$ cat src/rtl/fft_frame_sequencer.sv
// fft_frame_sequencer: frames the windowed sample stream into N-sample blocks
// for the FFT core, issues start/unload strobes and labels each output bin.
// It also flags dropped samples, core protocol violations and a stalled core.
//
// Ports:
//   clk, reset         slow-domain clock, async active-high reset
//   in_valid           windowed sample valid
//   fft_done, fft_dv   core transform-complete pulse, core output-data valid
//   out_ready          consumer can accept a full frame of bins
//   clr_err            synchronous clear of sticky flags and drop_count
//   fft_start          one-cycle start strobe to the core
//   fft_unload         one-cycle unload strobe to the core
//   in_index           index of the most recently accepted input sample
//   out_valid          bin valid (qualified fft_dv), out_index / out_last label it
//   busy               high whenever the sequencer is not idle
//   drop_err, timeout_err, proto_err   sticky error flags
//   frame_count        completed frames (wraps), drop_count dropped samples (saturates)
module fft_frame_sequencer #(
    parameter int unsigned N       = 128,
    parameter int unsigned IDX_W   = 7,
    parameter int unsigned TIMEOUT = 4096,
    parameter int unsigned CNT_W   = 16
) (
    input  logic             clk,
    input  logic             reset,
    input  logic             in_valid,
    input  logic             fft_done,
    input  logic             fft_dv,
    input  logic             out_ready,
    input  logic             clr_err,
    output logic             fft_start,
    output logic             fft_unload,
    output logic [IDX_W-1:0] in_index,
    output logic             out_valid,
    output logic [IDX_W-1:0] out_index,
    output logic             out_last,
    output logic             busy,
    output logic             drop_err,
    output logic             timeout_err,
    output logic             proto_err,
    output logic [CNT_W-1:0] frame_count,
    output logic [CNT_W-1:0] drop_count
);

    localparam int unsigned WD_W = $clog2(TIMEOUT + 1);

    typedef enum logic [2:0] {
        IDLE,
        LOAD,
        COMPUTE,
        WAIT_RDY,
        UNLOAD
    } state_t;

    state_t           state;
    logic [IDX_W-1:0] sample_cnt;
    logic [IDX_W-1:0] bin_cnt;
    logic [WD_W-1:0]  wdog;

    logic drop_evt_c;
    logic proto_evt_c;

    // Samples arriving while the core owns the frame are lost.
    assign drop_evt_c = in_valid &&
                        ((state == COMPUTE) || (state == WAIT_RDY) || (state == UNLOAD));

    // Core handshakes outside the phase that expects them.
    assign proto_evt_c = (fft_dv && (state != UNLOAD)) ||
                         (fft_done && (state != COMPUTE));

    // Sequencer FSM with registered strobes, labels, flags and counters.
    always_ff @(posedge clk or posedge reset) begin
        if (reset) begin
            state       <= IDLE;
            sample_cnt  <= '0;
            bin_cnt     <= '0;
            wdog        <= '0;
            fft_start   <= 1'b0;
            fft_unload  <= 1'b0;
            in_index    <= '0;
            out_valid   <= 1'b0;
            out_index   <= '0;
            out_last    <= 1'b0;
            busy        <= 1'b0;
            drop_err    <= 1'b0;
            timeout_err <= 1'b0;
            proto_err   <= 1'b0;
            frame_count <= '0;
            drop_count  <= '0;
        end else begin
            fft_start  <= 1'b0;
            fft_unload <= 1'b0;
            out_valid  <= 1'b0;
            out_last   <= 1'b0;

            // Clear first so that a same-cycle setting event below wins.
            if (clr_err) begin
                drop_err    <= 1'b0;
                timeout_err <= 1'b0;
                proto_err   <= 1'b0;
            end

            if (drop_evt_c) begin
                drop_err <= 1'b1;
                if (clr_err) begin
                    drop_count <= CNT_W'(1);
                end else if (drop_count != '1) begin
                    drop_count <= drop_count + CNT_W'(1);
                end
            end else if (clr_err) begin
                drop_count <= '0;
            end

            if (proto_evt_c) begin
                proto_err <= 1'b1;
            end

            unique case (state)
                IDLE: begin
                    if (in_valid) begin
                        fft_start  <= 1'b1;
                        busy       <= 1'b1;
                        in_index   <= '0;
                        sample_cnt <= IDX_W'(1);
                        state      <= LOAD;
                    end
                end

                LOAD: begin
                    // Gaps simply stall; no watchdog while loading.
                    if (in_valid) begin
                        in_index <= sample_cnt;
                        if (sample_cnt == IDX_W'(N - 1)) begin
                            sample_cnt <= '0;
                            wdog       <= '0;
                            state      <= COMPUTE;
                        end else begin
                            sample_cnt <= sample_cnt + IDX_W'(1);
                        end
                    end
                end

                COMPUTE: begin
                    if (fft_done) begin
                        wdog <= '0;
                        if (out_ready) begin
                            fft_unload <= 1'b1;
                            bin_cnt    <= '0;
                            state      <= UNLOAD;
                        end else begin
                            state <= WAIT_RDY;
                        end
                    end else if (wdog == WD_W'(TIMEOUT - 1)) begin
                        // Stalled core: abandon the frame without unloading.
                        wdog        <= '0;
                        timeout_err <= 1'b1;
                        busy        <= 1'b0;
                        state       <= IDLE;
                    end else begin
                        wdog <= wdog + WD_W'(1);
                    end
                end

                WAIT_RDY: begin
                    if (out_ready) begin
                        fft_unload <= 1'b1;
                        bin_cnt    <= '0;
                        state      <= UNLOAD;
                    end
                end

                UNLOAD: begin
                    if (fft_dv) begin
                        out_valid <= 1'b1;
                        out_index <= bin_cnt;
                        if (bin_cnt == IDX_W'(N - 1)) begin
                            out_last    <= 1'b1;
                            bin_cnt     <= '0;
                            frame_count <= frame_count + CNT_W'(1);
                            busy        <= 1'b0;
                            state       <= IDLE;
                        end else begin
                            bin_cnt <= bin_cnt + IDX_W'(1);
                        end
                    end
                end

                default: begin
                    busy  <= 1'b0;
                    state <= IDLE;
                end
            endcase
        end
    end

endmodule

$ cat config.mk
export PLATFORM = sky130hd
export DESIGN_NAME = fft_frame_sequencer
export DESIGN_NICKNAME = d
export VERILOG_FILES = /design/src/rtl/fft_frame_sequencer.sv
export SDC_FILE = /design/constraint.sdc
export NUM_CORES = 1
export LEC_CHECK = 0
export ABC_AREA = 1
export BUFFER_PORTS_ARGS = -buffer_cell sky130_fd_sc_hd__buf_4
export CAP_MARGIN = 20
export CELL_PAD_IN_SITES_DETAIL_PLACEMENT = 1
export CELL_PAD_IN_SITES_GLOBAL_PLACEMENT = 1
export CORE_MARGIN = 4
export CORE_UTILIZATION = 38
export CTS_CLUSTER_SIZE = 14
export DETAILED_ROUTE_END_ITERATION = 10
export GPL_TIMING_DRIVEN = 0
export PLACE_DENSITY_LB_ADDON = 0.12
export SYNTH_ARGS = -nofsm -noshare
export SYNTH_HDL_FRONTEND = slang
export SYNTH_SLANG_ARGS = --single-unit
$ cat constraint.sdc
create_clock -name clk -period 2.8 [get_ports clk]
set_input_delay 0.7 -clock clk [delete_from_list [all_inputs] [get_ports clk]]
set_output_delay 0.7 -clock clk [all_outputs]
set_load 0.03 [all_outputs]
# Yosys cells after proc, flatten, opt, wreduce, memory -nomap -nowiden

Index checks and enable logic that the tools add are counted.

Multipliers: 0
Div/mod/pow operators: 0
Bitwise operators: 1
Eq/ne operators: 20
Order comparisons: 0
Reduce and logical (&&, ||, !) cells: 22
Shift operators: 0
Muxes and demuxes: 54
Add/sub/neg operators: 5

Operators with widths:

| cell                                                   | number |
|---|---|
| two-way mux 16 bit                                     | 4 |
| two-way mux 7 bit                                      | 9 |
| two-way mux 13 bit                                     | 4 |
| adder 16 x 1 -> 16 bit (second input constant)         | 2 |
| one-hot mux 7 bit (2 select lines)                     | 2 |
| two-way mux 3 bit                                      | 9 |
| one-hot mux 13 bit (2 select lines)                    | 1 |
| two-way mux 1 bit                                      | 21 |
| one-hot mux 7 bit (3 select lines)                     | 1 |
| != test 16 bit (second input constant)                 | 1 |
| one-hot mux 3 bit (5 select lines)                     | 1 |
| adder 7 x 1 -> 7 bit (second input constant)           | 2 |
| equality test 7 bit (second input constant)            | 2 |
| != test 2 bit (second input constant)                  | 7 |
| adder 13 x 1 -> 13 bit (second input constant)         | 1 |
| equality test 13 x 12 -> 1 bit (second input constant) | 1 |
| AND reduction 3 bit                                    | 4 |
| nonzero test 2 bit                                     | 5 |
| AND reduction 7 bit                                    | 1 |
| equality test 3 x 2 -> 1 bit (second input constant)   | 2 |
| != test 3 x 2 -> 1 bit (second input constant)         | 2 |
| AND reduction 6 bit                                    | 1 |
| != test 2 x 1 -> 1 bit (second input constant)         | 2 |
| one-hot mux 1 bit (4 select lines)                     | 1 |
| 11 further kinds                                       | 16 |

Register bits after elaboration: 84
Memories: 0
Latch bits: 0
Word-level logic and storage cells: 118
Bits of input ports: 7
Bits in read-only memories: 0
Output and inout bits: 54
Memory bits (writable): 0

# Depth between registers and ports, before layout

Gate-level depths: netlist of the first run.

Depth in word-level cells: 6
Mapped depth: 11
Mapped depth without buffers: 11

# Worst setup path before layout of the first run

Ideal clock, no wire load.

Path type: register to register
Start point: register drop_count[1]
End point: register drop_count[11]
Data arrival time: 1661 ps
Data required time: 2683 ps
Path buffers: 1
Slack: 1022 ps
Library setup time: 117 ps
Clock period less this slack: 1778 ps
Cell stages (with the launch flop): 10
Path through: dfrtp_1 > ha_1 > nand3_1 > nor2_1 > nand3_1 > nand2_2 > inv_2 > buf_4 > nand3_1 > nand2_1

Word-level cells in the longest chain between the ends: 4
Elaborated cells on any way between the ends: 7
Those cells by class: add/sub: 1; eq/ne: 1; mux: 3; reduce/logical: 2

RTL lines:

| element                | RTL line | RTL |
|---|---|---|
| from (decl)            | 42       | `output logic [CNT_W-1:0] drop_count` |
| from (signal assigned) | 108      | `drop_count <= drop_count + CNT_W'(1);` |
| adder 16 x 1 -> 16 bit | 108      |  |
| two-way mux 16 bit     | 107      | `end else if (drop_count != '1) begin` |
| two-way mux 16 bit     | 105      | `if (clr_err) begin` |
| two-way mux 16 bit     | 103      | `if (drop_evt_c) begin` |

Parallel ways exist; a longest one is shown, timed or not. The select of a mux whose other input is x is not followed.
A chain may end at the register's enable or synchronous reset.

# Final worst setup path of the first run

Start point: register drop_count[1]
End point: register drop_count[12]

Same word-level chain as after synthesis.

==> metrics, run 1 <==
final setup vio count 0; CTS Hold Buffers Added 0; GR Overflow Total 0; fmax about 500 MHz; post-route minimum period 1.95 ns; Synth area leaders dfrtp_1 (46%), nand2_1 (15%), inv_1 (6.2%), nor2_1 (5.6%), nand3_1 (5.3%); Yosys top cell area share 0.458; vias 4,387; unrepaired setup endpoints after global routing false; root buffer cell clkbuf_16; PortBufs 60; DRC Markers 0; worst vdd ir 0.315 mV; Inst Count DP ~800; Via-to-Cell Ratio 5.24; CTS tree built; Synth cell types 35; Post-synth ARST share 1.00; clock network power share 0.311; largest net degree at the start of global routing 37; internal power 0.00239 W; initial antenna violation count 0; Synth Net Count 630; Total Routing Usage GR 0.196; clk_skew 0.00519 ns; # clock sinks 84; CP endpoint kind register; Post-synth top flop dfrtp_1; startpoint types register; sw power approximately 0.0014 W; post-synthesis register bit count between 80 and 90; postcts setup bufs 0; Core Region 11,600 um2; status finished, final reports clean; commonest non-fill, non-tap cell in the layout nand2_1; Die Footprint 13,900 um2; CP Class reg -> reg; Placed Area 5260 um2; # diodes 0; Initial Util 0.395; Comb power frac 0.285; Layout area overhead 20.9%; Avg Inst Size Synth 7.43 um2; post-cts sizing count 0; drt pass-1 iters 4; initial drt markers 191; max-slew violations 0; leakage 2.83 nW; EDFF count, synth 0; Max Cap Violations 0; first-pass GRT wire length 22,700 um; post-route ant nets 0; Hold Slack 0.373 ns; vias in the first global route 4,674; share of layout cells above drive strength 1 0.158; Avg WL per Cell around 15 um; Cell Count, Final, Fillers Out 838; Hold WC Path Type in -> async; CTS Buffer Depth 2; Nets roughly 700; wirelength, routed ~13,000 um; relative slew slack 0.654; clock buffers created by TritonCTS 9; Rows 39; cell taking the most area after synthesis dfrtp_1; Final Total Pwr 0.00380 W; sequential share of the synthesized area 0.458; Die H 118 um; die width 118 um; sequential share of power 0.404; commonest non-fill, non-tap cells in the layout nand2_1 (181), dfrtp_1 (84), inv_1 (75), nor2_1 (68), buf_4 (63); synthesized cell area 4590 um2; setup TNS 0 ns; Syn. warnings 0; Worst-Skew Late Latency 0.35 ns; Fin. Hold Viols 0; WP data required between 3 and 4 ns; Power Dens Cells 685 nW/um2; CP Max Fanout 6; io pins 61; Worst Max-Slew Pin Slew ~0.52 ns; Final period util 0.695; DP Wirelength roughly 9900 um; global placement routability congestion 0.814; # H-tree levels 3; fin area 5550 um2; Switching Share 0.370; Worst Path Arrival 2.18 ns; Syn Inst Count 618; clk slew on worst S/H paths 0.06 ns
-- cells by family (layout without fill, tap and decap cells) --
kind of cell    count (synthesis)  count (layout)  synth area share
compound gates                 61              61            0.0722
xor+xnor                       17              17            0.0324
fa+ha+maj                       5               5            0.0136
buf+inv                        94             171            0.0812
flops                          84              84             0.458
simple gates                  357             357             0.342
-- final timing paths --
path	slack [ns]	endpoint	cells past startpoint	start
setup / recovery	0.85	drop_count[12]	8	drop_count[1]
hold / removal	0.37	wdog[10]	2	reset
setup reg to reg	0.85	drop_count[12]	8	drop_count[1]
hold reg to reg	0.47	out_index[6]	2	out_index[6]
max in group asynchronous	1.65	state[0]	4	reset
min in group clk	0.47	out_index[6]	2	out_index[6]
-- stage by stage --
stage / utilization / setup slack [ns]
detailed placement: 0.453 / 0.810
finish: 0.478 / 0.854
CTS: 0.478 / 0.860
floorplan: - / 1.02
global placement: 0.450 / 0.438
global route: 0.478 / 0.528
-- metal layers --
layer | routed length, um | track usage | up-vias
li1 | - | - | 2126
met1 | 5880 | 0.243 | 2169
met2 | 6450 | 0.345 | 72
met3 | 351 | 0.0322 | 20
met4 | 244 | 0.0711 | 0
met5 | 0 | 0 | -
-- critical path, stage by stage, from the launching register on --
cell and delay (ns):
dfrtp_1 0.42, ha_1 0.32, nand3_1 0.20, nor2_1 0.33, nand3_1 0.12, nor3_1 0.23, nand2_1 0.09, nand2_1 0.07
nor2_1 0.05
-- sequential cells by signal, indices dropped and copies added, names as in the netlist --
signal and count:
bin_cnt 7, busy 1, drop_count 16, drop_err 1, fft_start 1, fft_unload 1
frame_count 16, in_index 7, out_index 7, out_last 1, out_valid 1, proto_err 1
sample_cnt 7, state 3, timeout_err 1, wdog 13
-- power groups by stage --
stage / Clock [W] / Sequential, W / Combinational [W]
final: 0.00118 / 0.00153 / 0.00108
after global routing: 0.00127 / 0.00156 / 0.00123
after CTS: 0.00121 / 0.00154 / 0.00110
after detailed placement: 0 / 0.00155 / 0.00109
after global placement: 0 / 0.00154 / 0.00105
after floorplan: 0 / 0.00163 / 0.000649
-- cell type report --
type	count	area [um2]
Buffer	7	46.3
Clock buffer	11	233
Clock inverter	4	51.3
Fill cell	1469	6070
Inverter	87	330
Multi-Input combinational cell	440	2110
Sequential cell	84	2100
Tap cell	143	179
Timing Repair Buffer	62	490
-- synth_stat cells, types with 2 or more instances --
cell      instances
a21oi_1          11
buf_4             3
clkbuf_1          2
dfrtp_1          84
ha_1              5
inv_1            76
inv_2            10
nand2_1         181
nand2_2           6
nand3_1          49
nand3_2           2
nand4_1          25
nor2_1           68
nor2_2            4
nor3_1           16
nor3_2            3
o21ai_0          15
o21ai_1          26
xor2_1           16
No activity file was read; power rests on OpenSTA's default activity.
==> run 2: changes to the inputs <==
--- a/config.mk
+++ b/config.mk
@@ -11,7 +11,7 @@
 export CELL_PAD_IN_SITES_DETAIL_PLACEMENT = 1
 export CELL_PAD_IN_SITES_GLOBAL_PLACEMENT = 1
 export CORE_MARGIN = 4
-export CORE_UTILIZATION = 38
+export CORE_UTILIZATION = 42
 export CTS_CLUSTER_SIZE = 14
 export DETAILED_ROUTE_END_ITERATION = 10
 export GPL_TIMING_DRIVEN = 0
==> constraint.sdc (replaced) <==
create_clock -name clk -period 1.8 [get_ports clk]
set_input_delay 0.45 -clock clk [delete_from_list [all_inputs] [get_ports clk]]
set_output_delay 0.45 -clock clk [all_outputs]
set_load 0.03 [all_outputs]
==> run 2 against run 1 <==
Net effect:
- global-route usage up 0.90 points
- core utilization up 5.3 points
- largest power group unchanged
- critical path type unchanged
- worst setup slack worse by 0.74 ns
- register-to-register slack got worse by 0.74 ns
- non-clock buffer count is 6 higher
==> metrics, run 2 (same netlist as run 1, synthesis figures left out) <==
root buffer cell clkbuf_8; first-pass GRT wire length 21,800 um; # clock sinks 84; fmax 592 MHz; largest net degree at the start of global routing 37; commonest non-fill, non-tap cells in the layout nand2_1 (179), dfrtp_1 (79), inv_1 (75), buf_4 (69), nor2_1 (62); DP Wirelength 9660 um; Hold WC Path Type in -> async; drt pass-1 iters 4; Rows 37; post-route ant nets 0; PortBufs 60; post-route minimum period 1.69 ns; # H-tree levels 3; # diodes 0; share of layout cells above drive strength 1 0.198; startpoint types register; relative slew slack 0.663; worst r2r path cells 10; leakage about 2.8 nW; Hold Slack 0.105 ns; Via-to-Cell Ratio ~5.2; status finished, final reports clean; Max Cap Violations 0; initial antenna violation count 0; DRC Markers 0; final setup vio count 0; CP Max Fanout 4; Fin. Hold Viols 0; clk_skew around 0.016 ns; wirelength, routed approximately 13,000 um; Inst Count DP about 820; clk slew on worst S/H paths 0.10 ns; Core Region 10,500 um2; io pins 61; worst vdd ir 0.604 mV; CTS Buffer Depth 2; Die H 113 um; global placement routability congestion 0.815; Total Routing Usage GR 0.205; GR Overflow Total 0; Worst-Skew Late Latency 0.35 ns; Final period util 0.939; clock buffers created by TritonCTS 9; Worst Path Arrival 1.93 ns; fin util 0.531; vias 4,318; Nets 709; CP Class reg -> reg; initial drt markers 180; Initial Util 0.439; WP data required 2.03 ns; Power Dens Cells just under 1000 nW/um2; Layout area overhead 21.0%; vias in the first global route 4,532; CTS tree built; largest registers drop_count x16, frame_count x16, wdog x13; Worst Max-Slew Pin Slew 0.506 ns; setup TNS 0 ns; fin area 5560 um2; commonest non-fill, non-tap cell in the layout nand2_1; die width 113 um; CP endpoint kind register; Avg WL per Cell ~15 um; Die Footprint 12,700 um2; Cell Count, Final, Fillers Out between 800 and 900; Placed Area ~5300 um2; max-slew violations 0; CTS Hold Buffers Added 0
[run 2: cell count changes in the layout (fill, tap and decap cells not counted), moves of 3 or more]
cell / previous run / this run
nand3_2: 2 / 7
nor2_2: 4 / 9
clkbuf_8: 0 / 9
nor2_1: 68 / 62
ha_1: 5 / 2
nand3_1: 49 / 44
dfrtp_2: 0 / 5
dfrtp_1: 84 / 79
buf_4: 63 / 69
clkbuf_16: 9 / 0
[run 2: routing by layer]
layer	GRT usage	vias up	routed length, um	part of all wire
met1	0.265	2116	5810	0.46
li1	-	2135	-	-
met4	0.0497	0	148	0.012
met5	0	-	0	0
met3	0.0302	13	341	0.027
met2	0.362	54	6410	0.50
[run 2: report_power, final]
group	total, W	leakage, nW	internal, W	switching [W]
Sequential	0.00239	1.10	0.00213	0.000265
Clock	0.00124	0.0783	0.000506	0.000732
Combinational	0.00179	1.62	0.000586	0.00120
[run 2: through the flow]
step                      total power [W]  setup slack, ns
after global placement            0.00403           -0.267
final                             0.00542            0.109
after global routing              0.00584          -0.0311
after detailed placement          0.00412           -0.121
after CTS                         0.00542          0.00815
after floorplan                   0.00355           0.0217
[run 2: repair_timing]
action	4_1_cts	5_1_grt
gates cloned	0	0
endpoints found under the setup margin	25	29
pin swaps	1	2
resized for setup	9	15
buffers inserted	3	3
[run 2: worst paths after layout]
kind | slack [ns] | from | to
worst min-delay path | 0.10 | reset | frame_count[4]
worst max-delay path | 0.11 | bin_cnt[1] | state[0]
worst max register to register | 0.11 | bin_cnt[1] | state[0]
max in group asynchronous | 0.92 | reset | wdog[2]
min in group clk | 0.33 | fft_done | timeout_err
worst min register to register | 0.48 | out_index[2] | out_index[2]
[run 2: critical path, cell delays in order, from the launching register on]
cell,delay [ns]
dfrtp_1,0.39
ha_1,0.23
nand3_2,0.13
nor2_4,0.15
inv_1,0.07
nand2_1,0.15
o21ai_1,0.14
inv_2,0.08
nand3_2,0.08
nand2_1,0.09
nand2_1,0.06
[run 2: cell type report]
| type | instances | area [um2] |
|---|---|---|
| fillers | 1375 | 4910 |
| multi-input cells | 440 | 2190 |
| flip-flops and latches | 84 | 2110 |
| repair buffers | 68 | 536 |
| inverters | 87 | 330 |
| well taps | 136 | 170 |
| clock buffers | 9 | 124 |
| clock inverters | 6 | 48.8 |
| plain buffers | 7 | 46.3 |
